[src/rtl/line_peak_pkg.sv]
// Shared sizing and FSM encoding for the line peak extractor.
// Imported by the per-channel tracker and the top level.
package line_peak_pkg;

   localparam int NUM_PIXELS = 128;
   localparam int DATA_W     = 12;
   localparam int IDX_W      = 7;
   localparam int SUM_W      = DATA_W + IDX_W;

   typedef enum logic {
      IDLE = 1'b0,
      ACQ  = 1'b1
   } state_e;

endpackage

[src/rtl/channel_peak_tracker.sv]
// Per-channel peak value/index and intensity sum tracker for one line.
// Ports: clk_20M, reset, clear_i, sample_en_i, index_i, sample_i in;
//        peak_value_o, peak_index_o, sum_o out (values including the
//        sample accepted this cycle, so the top can latch them directly).
module channel_peak_tracker
   import line_peak_pkg::*;
(
   input  logic              clk_20M,
   input  logic              reset,
   input  logic              clear_i,
   input  logic              sample_en_i,
   input  logic [IDX_W-1:0]  index_i,
   input  logic [DATA_W-1:0] sample_i,
   output logic [DATA_W-1:0] peak_value_o,
   output logic [IDX_W-1:0]  peak_index_o,
   output logic [SUM_W-1:0]  sum_o
);

   logic [DATA_W-1:0] peak_q, peak_d;
   logic [IDX_W-1:0]  idx_q, idx_d;
   logic [SUM_W-1:0]  sum_q, sum_d;

   always_comb begin
      peak_d = peak_q;
      idx_d  = idx_q;
      sum_d  = sum_q;
      if (clear_i) begin
         peak_d = '0;
         idx_d  = '0;
         sum_d  = '0;
      end
      if (sample_en_i) begin
         // Pixel 0 restarts the line; strict compare keeps the lowest index on ties.
         sum_d = (index_i == '0) ? SUM_W'(sample_i)
                                 : sum_q + SUM_W'(sample_i);
         if (index_i == '0 || sample_i > peak_q) begin
            peak_d = sample_i;
            idx_d  = index_i;
         end
      end
   end

   always_ff @(posedge clk_20M or posedge reset) begin
      if (reset) begin
         peak_q <= '0;
         idx_q  <= '0;
         sum_q  <= '0;
      end else begin
         peak_q <= peak_d;
         idx_q  <= idx_d;
         sum_q  <= sum_d;
      end
   end

   assign peak_value_o = peak_d;
   assign peak_index_o = idx_d;
   assign sum_o        = sum_d;

endmodule

[src/rtl/line_peak_extractor.sv]
// Per-line peak/index/sum extractor for the two ADC pixel channels.
// Inputs: clk_20M, reset, line_start, sample_valid, data1/2, result_ready,
//         clear_flags. Outputs: result_valid, peak/index/sum per channel,
//         line_count, sticky overrun and short_line flags.
module line_peak_extractor
   import line_peak_pkg::*;
(
   input  logic              clk_20M,
   input  logic              reset,
   input  logic              line_start,
   input  logic              sample_valid,
   input  logic [DATA_W-1:0] data1,
   input  logic [DATA_W-1:0] data2,
   input  logic              result_ready,
   input  logic              clear_flags,
   output logic              result_valid,
   output logic [DATA_W-1:0] peak1_value,
   output logic [DATA_W-1:0] peak2_value,
   output logic [IDX_W-1:0]  peak1_index,
   output logic [IDX_W-1:0]  peak2_index,
   output logic [SUM_W-1:0]  sum1,
   output logic [SUM_W-1:0]  sum2,
   output logic [15:0]       line_count,
   output logic              overrun,
   output logic              short_line
);

   state_e            state_q, state_d;
   logic [IDX_W-1:0]  cnt_q, cnt_d;
   logic              valid_q, valid_d;
   logic [15:0]       lcnt_q, lcnt_d;
   logic              ovr_q, ovr_d;
   logic              short_q, short_d;
   logic [DATA_W-1:0] pk1_q, pk2_q;
   logic [IDX_W-1:0]  ix1_q, ix2_q;
   logic [SUM_W-1:0]  s1_q, s2_q;

   logic              accept;
   logic              done;
   logic [IDX_W-1:0]  index;
   logic [DATA_W-1:0] t1_pk, t2_pk;
   logic [IDX_W-1:0]  t1_ix, t2_ix;
   logic [SUM_W-1:0]  t1_s, t2_s;

   // A sample arriving with line_start is pixel 0 of the new line.
   assign accept = sample_valid && (state_q == ACQ || line_start);
   assign index  = line_start ? '0 : cnt_q;
   assign done   = accept && index == IDX_W'(NUM_PIXELS - 1);

   always_comb begin
      state_d = state_q;
      cnt_d   = cnt_q;
      valid_d = valid_q;
      lcnt_d  = lcnt_q;
      ovr_d   = clear_flags ? 1'b0 : ovr_q;
      short_d = clear_flags ? 1'b0 : short_q;
      if (line_start) begin
         state_d = ACQ;
         cnt_d   = accept ? IDX_W'(1) : '0;
         if (state_q == ACQ)
            short_d = 1'b1;
      end else if (accept) begin
         cnt_d = cnt_q + IDX_W'(1);
         if (done)
            state_d = IDLE;
      end
      if (done) begin
         valid_d = 1'b1;
         lcnt_d  = lcnt_q + 16'd1;
         if (valid_q && !result_ready)
            ovr_d = 1'b1;
      end else if (valid_q && result_ready) begin
         valid_d = 1'b0;
      end
   end

   always_ff @(posedge clk_20M or posedge reset) begin
      if (reset) begin
         state_q <= IDLE;
         cnt_q   <= '0;
         valid_q <= 1'b0;
         lcnt_q  <= '0;
         ovr_q   <= 1'b0;
         short_q <= 1'b0;
         pk1_q   <= '0;
         pk2_q   <= '0;
         ix1_q   <= '0;
         ix2_q   <= '0;
         s1_q    <= '0;
         s2_q    <= '0;
      end else begin
         state_q <= state_d;
         cnt_q   <= cnt_d;
         valid_q <= valid_d;
         lcnt_q  <= lcnt_d;
         ovr_q   <= ovr_d;
         short_q <= short_d;
         if (done) begin
            pk1_q <= t1_pk;
            pk2_q <= t2_pk;
            ix1_q <= t1_ix;
            ix2_q <= t2_ix;
            s1_q  <= t1_s;
            s2_q  <= t2_s;
         end
      end
   end

   channel_peak_tracker u_ch1 (
      .clk_20M      (clk_20M),
      .reset        (reset),
      .clear_i      (line_start),
      .sample_en_i  (accept),
      .index_i      (index),
      .sample_i     (data1),
      .peak_value_o (t1_pk),
      .peak_index_o (t1_ix),
      .sum_o        (t1_s)
   );

   channel_peak_tracker u_ch2 (
      .clk_20M      (clk_20M),
      .reset        (reset),
      .clear_i      (line_start),
      .sample_en_i  (accept),
      .index_i      (index),
      .sample_i     (data2),
      .peak_value_o (t2_pk),
      .peak_index_o (t2_ix),
      .sum_o        (t2_s)
   );

   assign result_valid = valid_q;
   assign peak1_value  = pk1_q;
   assign peak2_value  = pk2_q;
   assign peak1_index  = ix1_q;
   assign peak2_index  = ix2_q;
   assign sum1         = s1_q;
   assign sum2         = s2_q;
   assign line_count   = lcnt_q;
   assign overrun      = ovr_q;
   assign short_line   = short_q;

endmodule

[config.mk]
export PLATFORM = sky130hd
export DESIGN_NAME = line_peak_extractor
export DESIGN_NICKNAME = d
export VERILOG_FILES = /design/src/rtl/line_peak_pkg.sv /design/src/rtl/channel_peak_tracker.sv /design/src/rtl/line_peak_extractor.sv
export SDC_FILE = /design/constraint.sdc
export NUM_CORES = 1
export LEC_CHECK = 0
export BUFFER_PORTS_ARGS = -buffer_cell sky130_fd_sc_hd__buf_2
export CORE_ASPECT_RATIO = 1.1
export CORE_MARGIN = 2
export CORE_UTILIZATION = 38
export DETAILED_ROUTE_END_ITERATION = 12
export MAX_ROUTING_LAYER = met4
export PLACE_DENSITY = 0.64
export SYNTH_ARGS = -nofsm -noshare
export SYNTH_HDL_FRONTEND = slang
export SYNTH_SLANG_ARGS = --single-unit
[constraint.sdc]
create_clock -name clk_20M -period 6.31 [get_ports clk_20M]
set_input_delay 0.9465 -clock clk_20M [delete_from_list [all_inputs] [get_ports clk_20M]]
set_output_delay 0.9465 -clock clk_20M [all_outputs]
set_load 0.01 [all_outputs]
==> key figures <==
Timing
  • Hold Fails Final Rpt: 0
  • Final worst path period need: between 3000 and 4000 ps
  • Setup TNS: 0 ps
  • Tightest Pin Transition: around 1100 ps
  • Slew headroom: 0.277
  • Final worst path period share: 0.571
  • Count of pins over their slew limit: 0
  • RSZ-0062 raised after global routing: false
  • Post-Route Skew: about 9.5 ps
  • Final setup fails: 0
  • Fmax: 278 MHz

Layout
  • Most frequent cells in the layout: dfrtp_1 (179), nand2_1 (173), buf_2 (124)
  • Layout cells sized above 1: 0.166
  • Nets: approximately 1200
  • Fill cell count: between 2000 and 2500
  • Flip-flop and latch area: about 4500 um^2
  • Multi-input combinational cell area: approximately 4700 um^2
  • Synth-to-Final Area Change: 16.2%
  • Non-Filler Cell Area, Final: 11200 um^2
  • Most common cell after layout, fill and taps aside: dfrtp_1
  • Final std cells w/o fill: approximately 1500

Die
  • Die Y: ~170 um
  • Die X: between 150 and 200 um
  • # rows: 61
  • Initial Util: 0.383
  • Core area: around 25000 um^2
  • Die area: ~27000 um^2
  • # IOs: around 130

Placed design
  • Placed insts: roughly 1400
  • Post-DP HPWL: 17.7 mm
  • Gp weighted congestion: between 0.8 and 0.9
  • Area of placed instances: roughly 11000 um^2
  • I/O Buffers: 124

Job
  • Max capacitance violation total: 0

Clock tree
  • CTS root buffer: clkbuf_16
  • CTS tree: done
  • Clk sinks: 179
  • Num CTS Buffers: 17
  • Post-cts resize count: 0
  • Clock Latency Late Sink: between 400 and 500 ps
  • Clock Path Buffers: 2
  • Clock-pin slew on the worst setup and hold paths: ~60 ps
  • Post-CTS Repair Setup Buffers: 0
  • Htree depth: 4
  • CTS Hold Bufs: 0

Synth
  • Largest family of logic cells by synthesized area: compound AO/OA/AOI/OAI gates
  • Post-Synth XOR/XNOR Area: 0.0447
  • Synth unique cells: 67
  • Synth Flop Type: dfrtp_1
  • Cell area after synthesis: roughly 9600 um^2
  • Syn Nets: around 1100
  • Simple-gate share of the synthesized area: 0.171
  • Post-synthesis compound-gate area fraction: 0.190
  • Multiplexer share of the synthesized area: 0.0189
  • Adder-Cell Fraction of Synth Area: 0.0694
  • FFs w/ async S/R, synth: 1.00
  • Synth Area per Inst: between 9 and 10 um^2
  • Synth warn: 0
  • Synthesis-stage register bit count: 179
  • Sequential share of the synthesized area: 0.467
  • Synth Instances: approximately 1000
  • Post-synth EDFFs: 0

Route
  • Final WL: between 20 and 30 mm
  • Vias post-DR: about 8000
  • Wire length per cell: about 17 um
  • Vias per cell: around 5.4
  • Pre-antenna DRT Iters: 5
  • Routed Antenna Nets: 0
  • 1st-iter DRT viols: 480
  • DRC errors left: 0

Critical path
  • Maximum fanout along the worst path: 44
  • Critical path's top delay family: simple AND/OR/NAND/NOR gates
  • CP max-delay cell: or4_2
  • CP required: ~6700 ps
  • Worst Path Buf+Inv: 3
  • Critical-path cell list: buf_2 -> inv_1 -> nand3_1 -> or4_2 -> buf_4 -> o31ai_1
  • Worst EP arrival: about 4000 ps
  • WS Path Type: in2reg
  • Kind of end point of the critical path: flop
  • Largest stage delay, worst path: about 1200 ps
  • Crit start category: primary input
  • Reg2reg setup slack: about 2800 ps

Pwr
  • PwrDens: about 270 nW/um^2
  • Pwr Total: around 3.0 mW
  • Static leakage: approximately 5.4 nW
  • Max IR drop VDD: about 0.16 mV

GRT
  • GRT overflow: 0
  • Initial antenna violation count: 0
  • Vias in the first global route: between 7000 and 8000
  • Gr usage total: 0.203
  • Largest net degree at the start of global routing: 79
  • Wire length of the first global-routing pass: around 41 mm

Hold path
  • Hold Path Class: reg2reg

Run status
  • Status: finished, final reports clean
## cells in the mapped netlist (all sizes together), types with 3 or more instances
cell type | number | area (um^2)
xor2 | 21 | 184
nor2b | 8 | 50.1
a21oi | 77 | 389
inv | 46 | 173
nor3 | 11 | 55.1
a2111o | 3 | 33.8
nor2 | 92 | 350
nand3 | 27 | 135
and3 | 7 | 43.8
mux2i | 8 | 80.1
nand2b | 3 | 18.8
dfrtp | 179 | 4480
o21ai | 92 | 460
a32oi | 10 | 87.6
o22ai | 7 | 43.8
o31ai | 18 | 135
or3 | 7 | 43.8
nand4 | 13 | 81.3
ha | 50 | 626
o211ai | 12 | 90.1
mux2 | 9 | 101
o311ai | 3 | 26.3
nand2 | 175 | 667
and2 | 9 | 56.3
buf | 17 | 88.8
a31oi | 17 | 113
clkbuf | 32 | 120
or4 | 5 | 41.3
a21o | 16 | 120
nor4 | 4 | 55.1
xnor2 | 28 | 245
o31a | 7 | 61.3
a22oi | 4 | 30.0
## metal layers
metal	wire (um)	global-route usage	up-vias	share of wire
met1	12000	0.273	3888	0.47
met3	1020	0.0329	23	0.040
met4	384	0.0558	0	0.015
met2	12300	0.321	170	0.48
li1	-	-	3901	-
met5	0	-	-	0
## final cells by class
cell class / count / area share
multi-input combinational: 773 / 0.426
sequential: 179 / 0.402
timing repair buffer: 135 / 0.0631
clock buffer: 19 / 0.0397
tap: 315 / 0.0353
clock inverter: 12 / 0.0183
inverter: 46 / 0.0159
antenna: 1 / 0.000224
## kinds of logic (layout without fill, tap and decap cells)
group,count (synthesis),after routing
multiplexers,17,17
AND/OR/NAND/NOR,366,366
other,0,1
AO/OA/AOI/OAI,289,289
flip-flops,179,179
adder cells (fa/ha/maj),52,52
XOR/XNOR,49,49
buffers and inverters,95,212
## path summary, 6_finish.rpt
check	from	endpoint	cells after the start
min reg2reg	sum1[2]	sum1[2]	2
min	sum1[2]	sum1[2]	2
min in group asynchronous	reset	sum1[7]	2
max reg2reg	cnt_q[3]	peak2_value[4]	8
max	line_start	sum1[12]	6
max in group asynchronous	reset	u_ch2.sum_q[10]	3
## stage by stage
stage	utilization	setup WS, ps	hold WS, ps
floorplan	-	505	454
detailed placement	0.420	2250	456
global route	0.445	2490	498
CTS	0.445	2700	471
finish	0.445	2710	467
global placement	0.420	2370	454
## flip-flops by register name (all words and copies together) (netlist names), 12 cells and up
name          cells
u_ch1.sum_q      19
sum2             19
line_count       16
sum1             19
u_ch2.peak_q     12
peak2_value      12
u_ch1.peak_q     12
u_ch2.sum_q      19
peak1_value      12
## where the power goes
| part | switching [mW] | internal (mW) | leakage, nW |
|---|---|---|---|
| logic | 0.388 | 0.211 | 2.72 |
| registers | 0.0385 | 1.20 | 2.41 |
| clock network | 0.468 | 0.714 | 0.306 |
## worst reg2reg max path, cell delays in order, from the launching register on
cell	delay (ps)
dfrtp_1	470
or4_4	610
o41ai_4	880
buf_4	410
or2_1	150
o41a_2	300
nand2_2	270
o21ai_0	220
o21ai_0	90
(Power assumes the default switching activity.)
